`src/rtl/serial_adder.sv`:
```
// Bit-serial N-bit adder: one full-adder cell and a carry flop, LSB first,
// wrapped in a start/busy/done handshake. {cout,s} = a + b + cin.
//
// state  | meaning
// -------+-----------------------------------------------
// IDLE   | waiting for start
// RUN    | one operand bit per clock through the adder
// DONE   | one-cycle completion pulse; may accept again
module serial_adder #(
    parameter int N = 4
) (
    input  logic         clk,
    input  logic         rst,
    input  logic         start,
    input  logic [N-1:0] a,
    input  logic [N-1:0] b,
    input  logic         cin,
    output logic         busy,
    output logic         done,
    output logic [N-1:0] s,
    output logic         cout
);

    localparam int KW = (N > 1) ? $clog2(N) : 1;
    localparam logic [KW-1:0] K_LAST = KW'(N - 1);

    typedef enum logic [1:0] {
        S_IDLE,
        S_RUN,
        S_DONE
    } state_t;

    state_t        state_q, state_d;
    logic [N-1:0]  a_q, a_d;
    logic [N-1:0]  b_q, b_d;
    logic [N-1:0]  p_q, p_d;
    logic          c_q, c_d;
    logic [KW-1:0] k_q, k_d;
    logic [N-1:0]  s_q, s_d;
    logic          cout_q, cout_d;

    logic          sum_bit;
    logic          carry_nxt;
    logic [N:0]    p_ext;
    logic [N-1:0]  p_shift;

    assign sum_bit   = a_q[0] ^ b_q[0] ^ c_q;
    assign carry_nxt = (a_q[0] & b_q[0]) | ((a_q[0] ^ b_q[0]) & c_q);
    // Sum bit enters at the MSB; written as a wide slice so N=1 stays legal.
    assign p_ext     = {sum_bit, p_q};
    assign p_shift   = p_ext[N:1];

    always_ff @(posedge clk) begin
        if (rst) begin
            state_q <= S_IDLE;
            a_q     <= '0;
            b_q     <= '0;
            p_q     <= '0;
            c_q     <= 1'b0;
            k_q     <= '0;
            s_q     <= '0;
            cout_q  <= 1'b0;
        end else begin
            state_q <= state_d;
            a_q     <= a_d;
            b_q     <= b_d;
            p_q     <= p_d;
            c_q     <= c_d;
            k_q     <= k_d;
            s_q     <= s_d;
            cout_q  <= cout_d;
        end
    end

    always_comb begin
        state_d = state_q;
        a_d     = a_q;
        b_d     = b_q;
        p_d     = p_q;
        c_d     = c_q;
        k_d     = k_q;
        s_d     = s_q;
        cout_d  = cout_q;

        case (state_q)
            S_IDLE, S_DONE: begin
                if (start) begin
                    state_d = S_RUN;
                    a_d     = a;
                    b_d     = b;
                    c_d     = cin;
                    k_d     = '0;
                    p_d     = '0;
                end else if (state_q == S_DONE) begin
                    state_d = S_IDLE;
                end
            end
            S_RUN: begin
                a_d = a_q >> 1;
                b_d = b_q >> 1;
                c_d = carry_nxt;
                p_d = p_shift;
                k_d = k_q + KW'(1);
                if (k_q == K_LAST) begin
                    state_d = S_DONE;
                    s_d     = p_shift;
                    cout_d  = carry_nxt;
                end
            end
            default: state_d = S_IDLE;
        endcase
    end

    assign busy = (state_q == S_RUN);
    assign done = (state_q == S_DONE);
    assign s    = s_q;
    assign cout = cout_q;

endmodule

```
`config.mk`:
```
export PLATFORM = sky130hd
export DESIGN_NAME = serial_adder
export DESIGN_NICKNAME = d
export VERILOG_FILES = /design/src/rtl/serial_adder.sv
export SDC_FILE = /design/constraint.sdc
export NUM_CORES = 1
export LEC_CHECK = 0
export BUFFER_PORTS_ARGS = -buffer_cell sky130_fd_sc_hd__buf_2
export CAP_MARGIN = 10
export CORE_MARGIN = 2
export CORE_UTILIZATION = 30
export CTS_CLUSTER_SIZE = 14
export DETAILED_ROUTE_END_ITERATION = 16
export PLACE_DENSITY = 0.52
export SLEW_MARGIN = 20
export SYNTH_ARGS = -nofsm -noshare
export SYNTH_HDL_FRONTEND = slang
export SYNTH_SLANG_ARGS = --single-unit
```
`constraint.sdc`:
```
create_clock -name clk -period 1.25 [get_ports clk]
set_input_delay 0.25 -clock clk [delete_from_list [all_inputs] [get_ports clk]]
set_output_delay 0.25 -clock clk [all_outputs]
set_load 0.01 [all_outputs]
```
==> run summary <==
The number of cells on the worst hold path was 3; the maximum resistive drop on vdd was 676 uV. The share of the clock period used by the worst path after layout came out at 0.966. For the worst max-slew margin expressed relative to the limit, the log shows 0.742. The die covers 3330 sq um. End point of the worst hold path: b_q[3].

The number of hold violations in the final report was 0. The proportion of total power due to net switching is 0.267, and the worst path required time is 1.00 ns. The run finished with clean final reports.

The post-detailed-placement half-perimeter wirelength was 1160 um; the count of buffers added by post-CTS timing repair for setup was 0. TritonCTS created 3 clock buffers. For this run, the post-layout net count is 137.

Routed wire length per instance: 10.9 um. For this design the ratio of total power to cell area is 1200 nW/um^2. For the final database, setup skew stands at 0.0122 ns.

The average footprint of a synthesized cell is 8.39 sq um, and the register-to-register setup slack is 0.11 ns. The portion of the post-synthesis area used by sequential elements was 0.486; the worst setup slack after layout was 0.0425 ns. The aggregate global routing overflow was 0; the share of layout cells above drive strength 1 was 0.262. The endpoint of the lowest-slack register-to-register path is s[3]. For this design the static power due to leakage is 0.420 nW. Synthesis produced 103 cells. The core outline area came out at 2760 sq um. The cell area that synthesis handed to floorplanning was 865 sq um. The run gives 0.328 mW as the net switching power figure. The signal on the critical path passes through nand2b_4 -> inv_2 -> buf_6. The tools report the count of clock tree sinks as 21. Across all hold checks on the routed design, the worst slack comes to 0.177 ns. For the total routing resource utilization after global routing, the log shows 0.114. Synthesis inferred 21 register bits. The run gives 0 as the number of nets with antenna violations after detailed routing. In this run the worst hold path is classified as input port to flip-flop.

Setup repair after global routing could not meet its margin everywhere. The tools report the cell-internal power as 0.900 mW. Max-cap violation count: 0. The library cell used most frequently in the layout, excluding fill and tap cells, is nand2_1. The number of global-route vias before repair was 637. The sum of negative setup slack is 0 ns, and the count of unresolved DRC violations after routing is 0. The worst hold path begins at b[3]. Entering global routing, the biggest net connects 22 pins. In this run the clock root is driven by a clkbuf_4. The count of buffers inserted at the top-level ports came out at 18. For the share of total power in combinational logic, the log shows 0.138. The worst path in the final design needs a cycle of 1.21 ns, including I/O delays and setup.

The first routing iteration left 18 violations. The pre-antenna-repair detailed-routing pass consisted of 4 iterations. Number of antenna repair diodes: 0.

From bottom edge to top edge, the die measures 57.7 um. Leaving out fill and tap cells, the most frequent cells in the layout are nand2_1 (25), dfxtp_1 (19), buf_2 (17). Static timing analysis puts the maximum clock frequency at 828 MHz. The tools report the pre-CTS setup slack as 0.0985 ns. The first global-routing pass estimated 2880 um of wire. Summed over all layers, the routed wires come to 1670 um.

Actual transition at the worst max-transition pin: 0.387 ns. dfxtp_1 takes more of the synthesized area than any other cell. The critical path in this run is classified as flip-flop to primary output. By area the synthesized netlist is led by dfxtp_1 (49%), nand2_1 (11%), a311oi_1 (7.1%). The logs give 149 for the cell total after placement and 0 for the initial antenna violation count. The area growth from synthesis to layout is 18.5%.

In this run, distinct cell masters in the synthesized netlist total 19. The maximum level of the CTS H-tree came out at 1. No sink is reached through more buffers than the 2 on the longest clock path. The portion of total power attributed to sequential cells is 0.594. In this run the worst path has a maximum fanout of 3.

The detailed router placed 742 vias in this run. 19 I/O pins were placed. The startpoint identified for the worst register-to-register timing path is a_q[0]. Setup violations remaining at the end of the flow were counted as 0. The run gives 0.372 as the end-of-flow core utilization.

TritonCTS built the clock tree. Once layout is complete, the cells apart from fillers number 153. Final max-slew violation count: 0.

The top-area cell type share of the netlist area came out at 0.486. In this run the core area contains 19 standard-cell rows. STA classifies the critical path endpoint as a primary output. The clock latency on the worst-skew pair was 0.31 ns.

The via density per instance came out at 4.85. The highest cell delay on the worst timing path is 0.35 ns, and the endpoint arrival time on the critical path is 0.96 ns. The startpoint class of the critical path was a flip-flop. For this design, the slowest cell found on the critical path is dfxtp_2. The filler cells instantiated in the layout total 299. The routability-driven placement congestion ratio is 0.643, and the count of warnings emitted by yosys is 0. Measured in cells, the most critical reg-to-reg path has a length of 3.

The net count after synthesis was 117. Clock-pin slew was measured on the worst setup and hold paths at 0.12 ns. The tools report the clock network fraction of total power as 0.268. The die boundary width is 57.7 um.

The run gives 0.314 as the starting density of the core.
## stage by stage
step | cell area, sq um | total power [mW]
2_1_floorplan | 865 | 0.864
3_3_place_gp | 977 | 0.904
3_5_place_dp | 977 | 0.907
4_1_cts | 1010 | 1.25
5_1_grt | 1020 | 1.31
6_report | 1020 | 1.23
## power by group through the flow
stage | sequential [mW] | combinational [mW] | clock (mW)
after global placement | 0.742 | 0.162 | 0
after global routing | 0.736 | 0.198 | 0.376
after detailed placement | 0.744 | 0.163 | 0
after CTS | 0.730 | 0.167 | 0.353
after floorplan | 0.738 | 0.126 | 0
final | 0.729 | 0.169 | 0.329
## how the worst max path moves through the flow
| stage | cells past startpoint | slack, ns | endpoint | startpoint |
|---|---|---|---|---|
| after floorplan | 3 | 0.17 | s[3] | a_q[0] |
| after global placement | 3 | 0.12 | s[3] | a_q[0] |
| after detailed placement | 3 | 0.1 | b_q[1] | state_q[0] |
| after CTS | 3 | 0.005 | busy | state_q[1] |
| after global routing | 3 | -0.02 | busy | state_q[1] |
| final | 3 | 0.04 | busy | state_q[1] |
## state kept, by name, summed over array words and instances, names as in the netlist
signal and flops:
c_q 1, k_q 2, s 4, b_q 4, p_q 3, cout 1
state_q 2, a_q 4
## logic make-up after synthesis
family / Yosys count / share of synthesized area
compound gates: 20 / 0.149
fa+ha+maj: 2 / 0.0376
buf+inv: 8 / 0.0579
flops: 21 / 0.486
simple gates: 52 / 0.269
## routing by layer
layer,part of all wire,track usage,up-vias
li1,-,-,393
met1,0.50,0.146,322
met2,0.43,0.170,23
met3,0.055,0.0469,4
met4,0.015,0.0498,0
met5,0,0,-
## worst max-delay path: cells and delay by family, from the launching register on
kind / cells / cell delay, ns
flops: 1 / 0.35
buf+inv: 2 / 0.16
simple gates: 1 / 0.14
## area by class of cell
class,instances,area [sq um],share of cell area
Inverter,1,3.75,0.00366
Clock inverter,1,5.00,0.00488
Timing Repair Buffer,22,126,0.123
Sequential cell,21,425,0.415
Multi-Input combinational cell,74,403,0.393
Tap cell,31,38.8,0.0379
Clock buffer,3,22.5,0.0220
## Yosys cell counts
cell type / instances
nand3b_1: 1
fa_1: 1
buf_2: 1
nor2_1: 9
or2b_4: 1
ha_1: 1
clkbuf_1: 2
nand2_1: 25
buf_6: 1
inv_1: 1
nor2b_1: 1
nand2b_1: 2
nand3_1: 12
dfxtp_1: 21
o21a_1: 1
a311oi_1: 7
a21oi_1: 12
buf_4: 3
and2b_1: 1
## repair_timing
action,4_1_cts,5_1_grt
gates resized for setup,4,3
hold buffers,0,0
pin swaps,0,0
endpoints found under the setup margin,1,8
(Power assumes the default switching activity.)
